===== config.mk =====
export PLATFORM = sky130hd
export DESIGN_NAME = hilbert_cordic_polar
export DESIGN_NICKNAME = d
export VERILOG_FILES = /design/src/rtl/hilbert_cordic_polar.sv
export SDC_FILE = /design/constraint.sdc
export NUM_CORES = 1
export LEC_CHECK = 0
export ABC_AREA = 0
export BUFFER_PORTS_ARGS = -buffer_cell sky130_fd_sc_hd__buf_2
export CORE_UTILIZATION = 27
export DETAILED_ROUTE_END_ITERATION = 6
export GPL_TIMING_DRIVEN = 0
export REMOVE_ABC_BUFFERS = 1
export SYNTH_ARGS = -nofsm -noshare
export SYNTH_HDL_FRONTEND = slang
export SYNTH_SLANG_ARGS = --single-unit

===== constraint.sdc =====
create_clock -name clock -period 13.46 [get_ports clock]
set_clock_uncertainty 0.05 [all_clocks]
set_input_delay 2.692 -clock clock [delete_from_list [all_inputs] [get_ports clock]]
set_output_delay 2.692 -clock clock [all_outputs]
set_load 0.1 [all_outputs]

===== src/rtl/hilbert_cordic_polar.sv =====
// Iterative vectoring CORDIC: (Re, Im) -> envelope magnitude and binary-angle phase.
// Define CORDIC_GAIN_COMP_EN to scale Mag by 1/1.64676 at the output stage.
module hilbert_cordic_polar #(
    parameter int ITER    = 12,
    parameter int PHASE_W = 16
) (
    input  logic                      clock,
    input  logic                      reset,
    input  logic                      EN,
    input  logic                      start,
    input  logic signed [12:0]        Re,
    input  logic signed [12:0]        Im,
    output logic [13:0]               Mag,
    output logic signed [PHASE_W-1:0] Phase,
    output logic                      busy,
    output logic                      done
);

    typedef enum logic [1:0] {IDLE, ROT, OUT} state_t;

    state_t               state;
    logic signed [15:0]   x;
    logic signed [15:0]   y;
    logic [PHASE_W-1:0]   z;
    logic [3:0]           i;
    logic                 zero;

    logic signed [15:0]   re_w;
    logic signed [15:0]   im_w;
    logic signed [15:0]   xs;
    logic signed [15:0]   ys;
    logic signed [15:0]   x_nx;
    logic signed [15:0]   y_nx;
    logic [PHASE_W-1:0]   z_nx;
    logic [13:0]          mag_nx;
    logic [PHASE_W-1:0]   ang;

    function automatic logic [15:0] atan_lut(input logic [3:0] k);
        case (k)
            4'd0:    return 16'd8192;
            4'd1:    return 16'd4836;
            4'd2:    return 16'd2555;
            4'd3:    return 16'd1297;
            4'd4:    return 16'd651;
            4'd5:    return 16'd326;
            4'd6:    return 16'd163;
            4'd7:    return 16'd81;
            4'd8:    return 16'd41;
            4'd9:    return 16'd20;
            4'd10:   return 16'd10;
            4'd11:   return 16'd5;
            default: return 16'd0;
        endcase
    endfunction

    assign re_w = {{3{Re[12]}}, Re};
    assign im_w = {{3{Im[12]}}, Im};
    assign xs   = x >>> i;
    assign ys   = y >>> i;
    assign ang  = atan_lut(i);

    // Rotate toward y = 0; both updates read the pre-rotation x/y.
    always_comb begin
        x_nx = x;
        y_nx = y;
        z_nx = z;
        if (!y[15]) begin
            x_nx = x + ys;
            y_nx = y - xs;
            z_nx = z + ang;
        end else begin
            x_nx = x - ys;
            y_nx = y + xs;
            z_nx = z - ang;
        end
    end

`ifdef CORDIC_GAIN_COMP_EN
    logic [31:0] prod;
    assign prod   = {16'd0, x} * 32'd19899;
    assign mag_nx = 14'(prod >> 15);
`else
    assign mag_nx = x[13:0];
`endif

    always_ff @(posedge clock or negedge reset) begin
        if (!reset) begin
            state <= IDLE;
            x     <= '0;
            y     <= '0;
            z     <= '0;
            i     <= '0;
            zero  <= 1'b0;
            Mag   <= '0;
            Phase <= '0;
            busy  <= 1'b0;
            done  <= 1'b0;
        end else begin
            done <= 1'b0;
            if (EN) begin
                unique case (state)
                    IDLE: begin
                        if (start) begin
                            // Fold the left half-plane onto the right, carrying pi in z.
                            if (Re[12]) begin
                                x <= -re_w;
                                y <= -im_w;
                                z <= PHASE_W'(16'h8000);
                            end else begin
                                x <= re_w;
                                y <= im_w;
                                z <= '0;
                            end
                            zero  <= (Re == '0) && (Im == '0);
                            i     <= '0;
                            busy  <= 1'b1;
                            state <= ROT;
                        end
                    end
                    ROT: begin
                        x <= x_nx;
                        y <= y_nx;
                        z <= z_nx;
                        i <= i + 4'd1;
                        if (i == 4'(ITER - 1))
                            state <= OUT;
                    end
                    OUT: begin
                        Mag   <= mag_nx;
                        Phase <= zero ? '0 : z;
                        done  <= 1'b1;
                        busy  <= 1'b0;
                        state <= IDLE;
                    end
                    default: state <= IDLE;
                endcase
            end
        end
    end

endmodule


## Word-level counts from Yosys, hierarchy flattened

Memory sizes are Yosys's and may differ from the RTL's.
Index checks and enable logic that the tools add are counted.

| word-level totals | value |
|---|---|
| register bits | 87 |
| bits in read-only memories | 224 |
| input port bits | 30 |
| output and inout bits | 32 |
| logic and storage cells | 60 |
| memories kept | 1 |

Memory list:

| memory | depth | width | read ports | clocked after memory_dff | write ports | RTL line | text |
|---|---|---|---|---|---|---|---|
| (name not given) | 16 | 14 | 1 | 0 | 0 | 39 | `case (k)` |

| operators by class | value |
|---|---|
| $add $sub $neg | 9 |
| equality and inequality tests | 5 |
| shifts and indexed selects | 2 |
| multiplexer cells | 22 |
| reduce and logical (&&, ||, !) cells | 11 |

Operators with widths:

| operator | count |
|---|---|
| 16-bit 2-to-1 mux | 10 |
| 16-bit one-hot mux with 2 select lines | 3 |
| 16-bit adder | 3 |
| 16-bit subtractor | 3 |
| 13-bit negator with 16-bit output | 2 |
| 16-bit by 4-bit >>> shifter with 16-bit output | 2 |
| 13-bit zero test | 2 |
| 3-bit AND reduction | 4 |
| 4-bit one-hot mux with 2 select lines | 1 |
| 4-bit by 1-bit adder with 4-bit output, second input constant | 1 |
| 4-bit == test, second input constant | 1 |
| 2-bit 2-to-1 mux | 2 |
| 4-bit 2-to-1 mux | 1 |
| 2-bit != test, second input constant | 2 |
| 2-bit one-hot mux with 2 select lines | 1 |
| 2-bit nonzero test | 2 |
| 1-bit 2-to-1 mux | 3 |
| 2-bit by 1-bit == test with 1-bit output, second input constant | 1 |
| 2-bit == test, second input constant | 1 |
| 2-bit zero test | 1 |
| 1-bit one-hot mux with 2 select lines | 1 |
| 2-bit AND reduction | 1 |
| 1-bit logical AND | 1 |

## Depth between registers and ports, before layout

| depth | value |
|---|---|
| word-level depth | 4 |
| gate-level depth with buffers | 25 |
| gate-level depth less buffers | 22 |

## Least setup slack after synthesis

Ideal clock, no wire load.

| timing path | value |
|---|---|
| kind | input port to flip-flop |
| start | in Re[0] |
| end | reg zero |
| setup time | 0.110 ns |
| arrival | 4.416 ns |
| required time | 13.300 ns |
| path slack | 8.884 ns |
| stages on the path | 7 |
| path buffers | 0 |
| cell sequence | inv_1 -> ha_1 -> nand2_1 -> or3_1 -> or4_1 -> or4_1 -> o41ai_1 |

| on the way | value |
|---|---|
| longest elaborated chain between the ends | 2 |

RTL lines:

| element | RTL line | text |
|---|---|---|
| start: declaration | 11 | `input logic signed [12:0] Re,` |
| 13-bit zero test | 114 | `zero <= (Re == '0) && (Im == '0);` |
| 1-bit logical AND | 114 |  |
| end signal: assignment | 114 |  |
| end: declaration | 26 | `logic zero;` |

Every way passes these cells.
A chain may end at the register's enable or synchronous reset.

## Final worst setup path

| timing path | value |
|---|---|
| start | reg i[2] |
| end | reg x[15] |

| on the way | value |
|---|---|
| longest elaborated chain between the ends | 4 |
| elaborated cells on any way between the ends | 5 |
| classes of those cells | add/sub (2); shift (1); mux (2) |

RTL lines:

| element | RTL line | text |
|---|---|---|
| start: declaration | 25 | `logic [3:0] i;` |
| start signal: assignment | 124 | `i <= i + 4'd1;` |
| 16-bit by 4-bit >>> shifter with 16-bit output (*) | 59 | `assign ys = y >>> i;` |
| 16-bit adder or 16-bit subtractor (tied branches) | 68, 72 |  |
| 16-bit 2-to-1 mux (*) | 67 | `if (!y[15]) begin` |
| 16-bit one-hot mux with 2 select lines (*) | 101 | `unique case (state)` |
| end signal: assignment | 106 | `x <= -re_w;` |
| end signal: assignment | 110 | `x <= re_w;` |
| end signal: assignment | 121 | `x <= x_nx;` |
| end: declaration | 22 | `logic signed [15:0] x;` |

Mark *: on every way between the ends. The rest lies on a longest branch, timed or not.

==> impl_results.md <==
- Nature of the critical path startpoint: flip-flop
- Starting density of the core: 27.33%
- Max-slew violation count: 0
- Final HPWL DP: 17.88 mm
- Commonest non-fill, non-tap cell in the layout: nand2_1
- Proportion of netlist area held by the largest area contributor: 24.54%
- Post-synthesis area per instance: 8.124 um2
- Via count of the first global-routing pass: 7639
- Max cap viols: 0
- Clock latency on the worst-skew pair: 0.35 ns
- Highest clock frequency the design can meet: 179.4 MHz
- Mean routed wirelength per cell: 15.50 um
- Post-synthesis share of cell area spent on full adders, half adders and majority gates: 9.140%
- TritonCTS clock tree: built
- Highest-count cells in the layout ignoring fill and taps: 166 x nand2_1, 106 x o21ai_0, 86 x a21oi_1, 83 x dfrtp_1, 78 x nor2_1
- DIE WIDTH: 183.3 um
- Cells after Synth: 1092
- Multiplexer area fraction after synthesis: 10.76%
- Fin Setup TNS: 0 ns
- Share of synthesized cell area in and, or, nand and nor gates: 20.07%
- Actual transition at the worst max-transition pin: 1.291 ns
- Classification of the worst-slack hold path: reg -> reg
- Cells resized by post-CTS repair: 0
- Clock-pin slew on the worst setup and hold paths: 0.07 ns
- Share of cells above drive strength 1: 12.38%
- Flop2flop setup slack: 7.89 ns
- Number of vias after detailed routing: 7982
- Setup WS post-layout: 7.886 ns
- Sum of buffers and inverters on the critical path: 1
- Count of port buffers added during placement: 61
- Number of DRC markers after the initial detailed-route iteration: 457
- Number of routed nets with antenna violations: 0
- Setup violators final: 0
- Maximum level of the CTS H-tree: 3
- Number of antenna violations at the first check in global routing: 0
- Pin count of the biggest net entering global routing: 54
- Unrepaired setup endpoints after global routing: no
- Worst stage delay on the critical path: 1.20 ns
- Number of detailed-routing iterations run before antenna repair: 5
- Sequential fraction of the synthesis area: 24.54%
- Tightest slew margin relative to the limit: 13.92%
- Area delta synth->final: 11.41%
- Setup fix buffers added after clock tree synthesis: 0
- Routed vias/inst: 5.127
- Die footprint: 33580 um2
- Data arrival time of the critical path: 5.80 ns
- Final net count: 1203
- Final routed DRC violation total: 0
- Number of cells in the design after placement: 1541
- Worst Path Max Fanout: 38
- Total wire length: 24.13 mm
- Core area: 32450 um2
- Final period utilization: 41.41%
- Clock tree root driver cell: clkbuf_16
- Share of the synthesized area in compound gates (AO/OA/AOI/OAI): 22.17%
- FP Rows: 66
- Number of clock sinks seen by CTS: 87
- Total congestion overflow after global routing: 0
- Final core utilization: 30.45%
- Library cell with the largest summed area after synthesis: dfrtp_1
- Worst Setup Slack post-DPL: 7.831 ns
- Post-synth EDFFs: 0
- Antenna diodes: 0
- Largest family of logic cells by synthesized area: compound AO/OA/AOI/OAI gates
- Async set or reset register ratio after synthesis: 100.0%
- Top area cells in the synthesized netlist: dfrtp_1 25%, ha_1 8.5%, nand2_1 7.0%, o21ai_0 6.0%, mux4_2 5.1%
- Category of the most critical setup path: reg -> reg
- Wire length of the first global-routing pass: 39.64 mm
- Xor/xnor cell area share of the yosys netlist: 8.096%
- Clock buffer depth: 2
- Run status: finished clean
- Hold Violations, Final: 0
- Min Tclk post-route: 5.574 ns
- Number of cells in the finished layout apart from fillers: 1557
- Kind of capture point of the worst setup path: flip-flop
- Synth warn: 0
- CTS buffer count: 9
- Family with the most delay on the worst path: compound AO/OA/AOI/OAI gates
- Number of synthesized register bits: 87
- Die height: 183.3 um
- GRT Overall Usage: 14.63%
- List of cells traversed by the critical path: inv_1, a211oi_1, a21oi_1, or3b_4, nor3_1, o211ai_1, o21a_1, o22ai_1, ha_1, a21oi_1, a21oi_1, a211oi_1, o211ai_1, o211ai_1, o21ai_0, xnor2_1, a21oi_1, o22ai_1
- Slowest-stage cell, CP: dfrtp_1
- Hold buffer count at cts: 0
- Post-synthesis cell area: 8871 um2
- Required time at the worst-slack endpoint: 13.68 ns
- Placer congestion estimate: 0.8985
- Dominant cell type by count on the critical path: a21oi_1
- Unique cell type count in the Yosys netlist: 76
- Dominant register cell in the synthesized netlist: dfrtp_1
- I/O pins: 62
## path summary, 6_finish.rpt
kind                            startpoint       end  depth (start not counted)
worst max-delay path                  i[2]     x[15]                         18
worst min-delay path                Mag[3]    Mag[3]                          2
worst min register to register      Mag[3]    Mag[3]                          2
min in group asynchronous            reset  Phase[2]                          1
max in group asynchronous            reset      i[1]                          2
worst max register to register        i[2]     x[15]                         18
## per-layer routing
| layer | routed length (um) | global-route usage (%) |
|---|---|---|
| met5 | 0 | 0 |
| met4 | 498 | 4.567 |
| met3 | 1089 | 2.184 |
| met2 | 11790 | 25.08 |
| met1 | 10750 | 18.83 |
## Yosys cell counts, drive strengths merged (7+ instances only)
cell type  number
nand2         166
o21ai         107
dfrtp          87
a21oi          86
nor2           80
ha             60
xnor2          41
xor2           41
clkbuf         39
inv            35
mux2i          29
mux4           23
nand2b         23
nor3           22
buf            21
nand3          21
nor2b          18
a31oi          16
o211ai         13
or3            13
mux2           12
o21a           12
o31ai          12
a21o           11
o22ai          11
a211oi          8
and2            7
## final cells by class
class	count	area, um2
inverter	35	131.4
clock buffer	11	242.7
clock inverter	5	81.33
multi-input combinational	910	6257
tap	442	553.0
sequential	87	2182
fill	3434	22570
timing repair buffer	67	435.4
## registers in the layout, summed over array words and instances, names as in the netlist
name	count
Mag	14
Phase	16
busy	1
done	1
i	4
state	2
x	16
y	16
z	16
zero	1
## cell families after synthesis
group                    Yosys count
AO/OA/AOI/OAI                    320
XOR/XNOR                          82
adder cells (fa/ha/maj)           63
buffers and inverters             95
flip-flops                        87
multiplexers                      64
AND/OR/NAND/NOR                  381
## per-stage QoR
step / hold WS, ns / instance area (um2)
floorplan: 0.4230 / 8539
global placement: 0.4054 / 9398
detailed placement: 0.4082 / 9557
CTS: 0.4238 / 9881
global route: 0.4490 / 9883
finish: 0.4203 / 9883
## tightest hold or removal path: stages, from the launching register on
cell	delay, ns
dfrtp_1	0.33
nand2_1	0.05
nand2_1	0.06
Power is left out: the tool's default activity adds up to more than one toggle a clock period on the data nets, which glitch-free logic cannot reach.
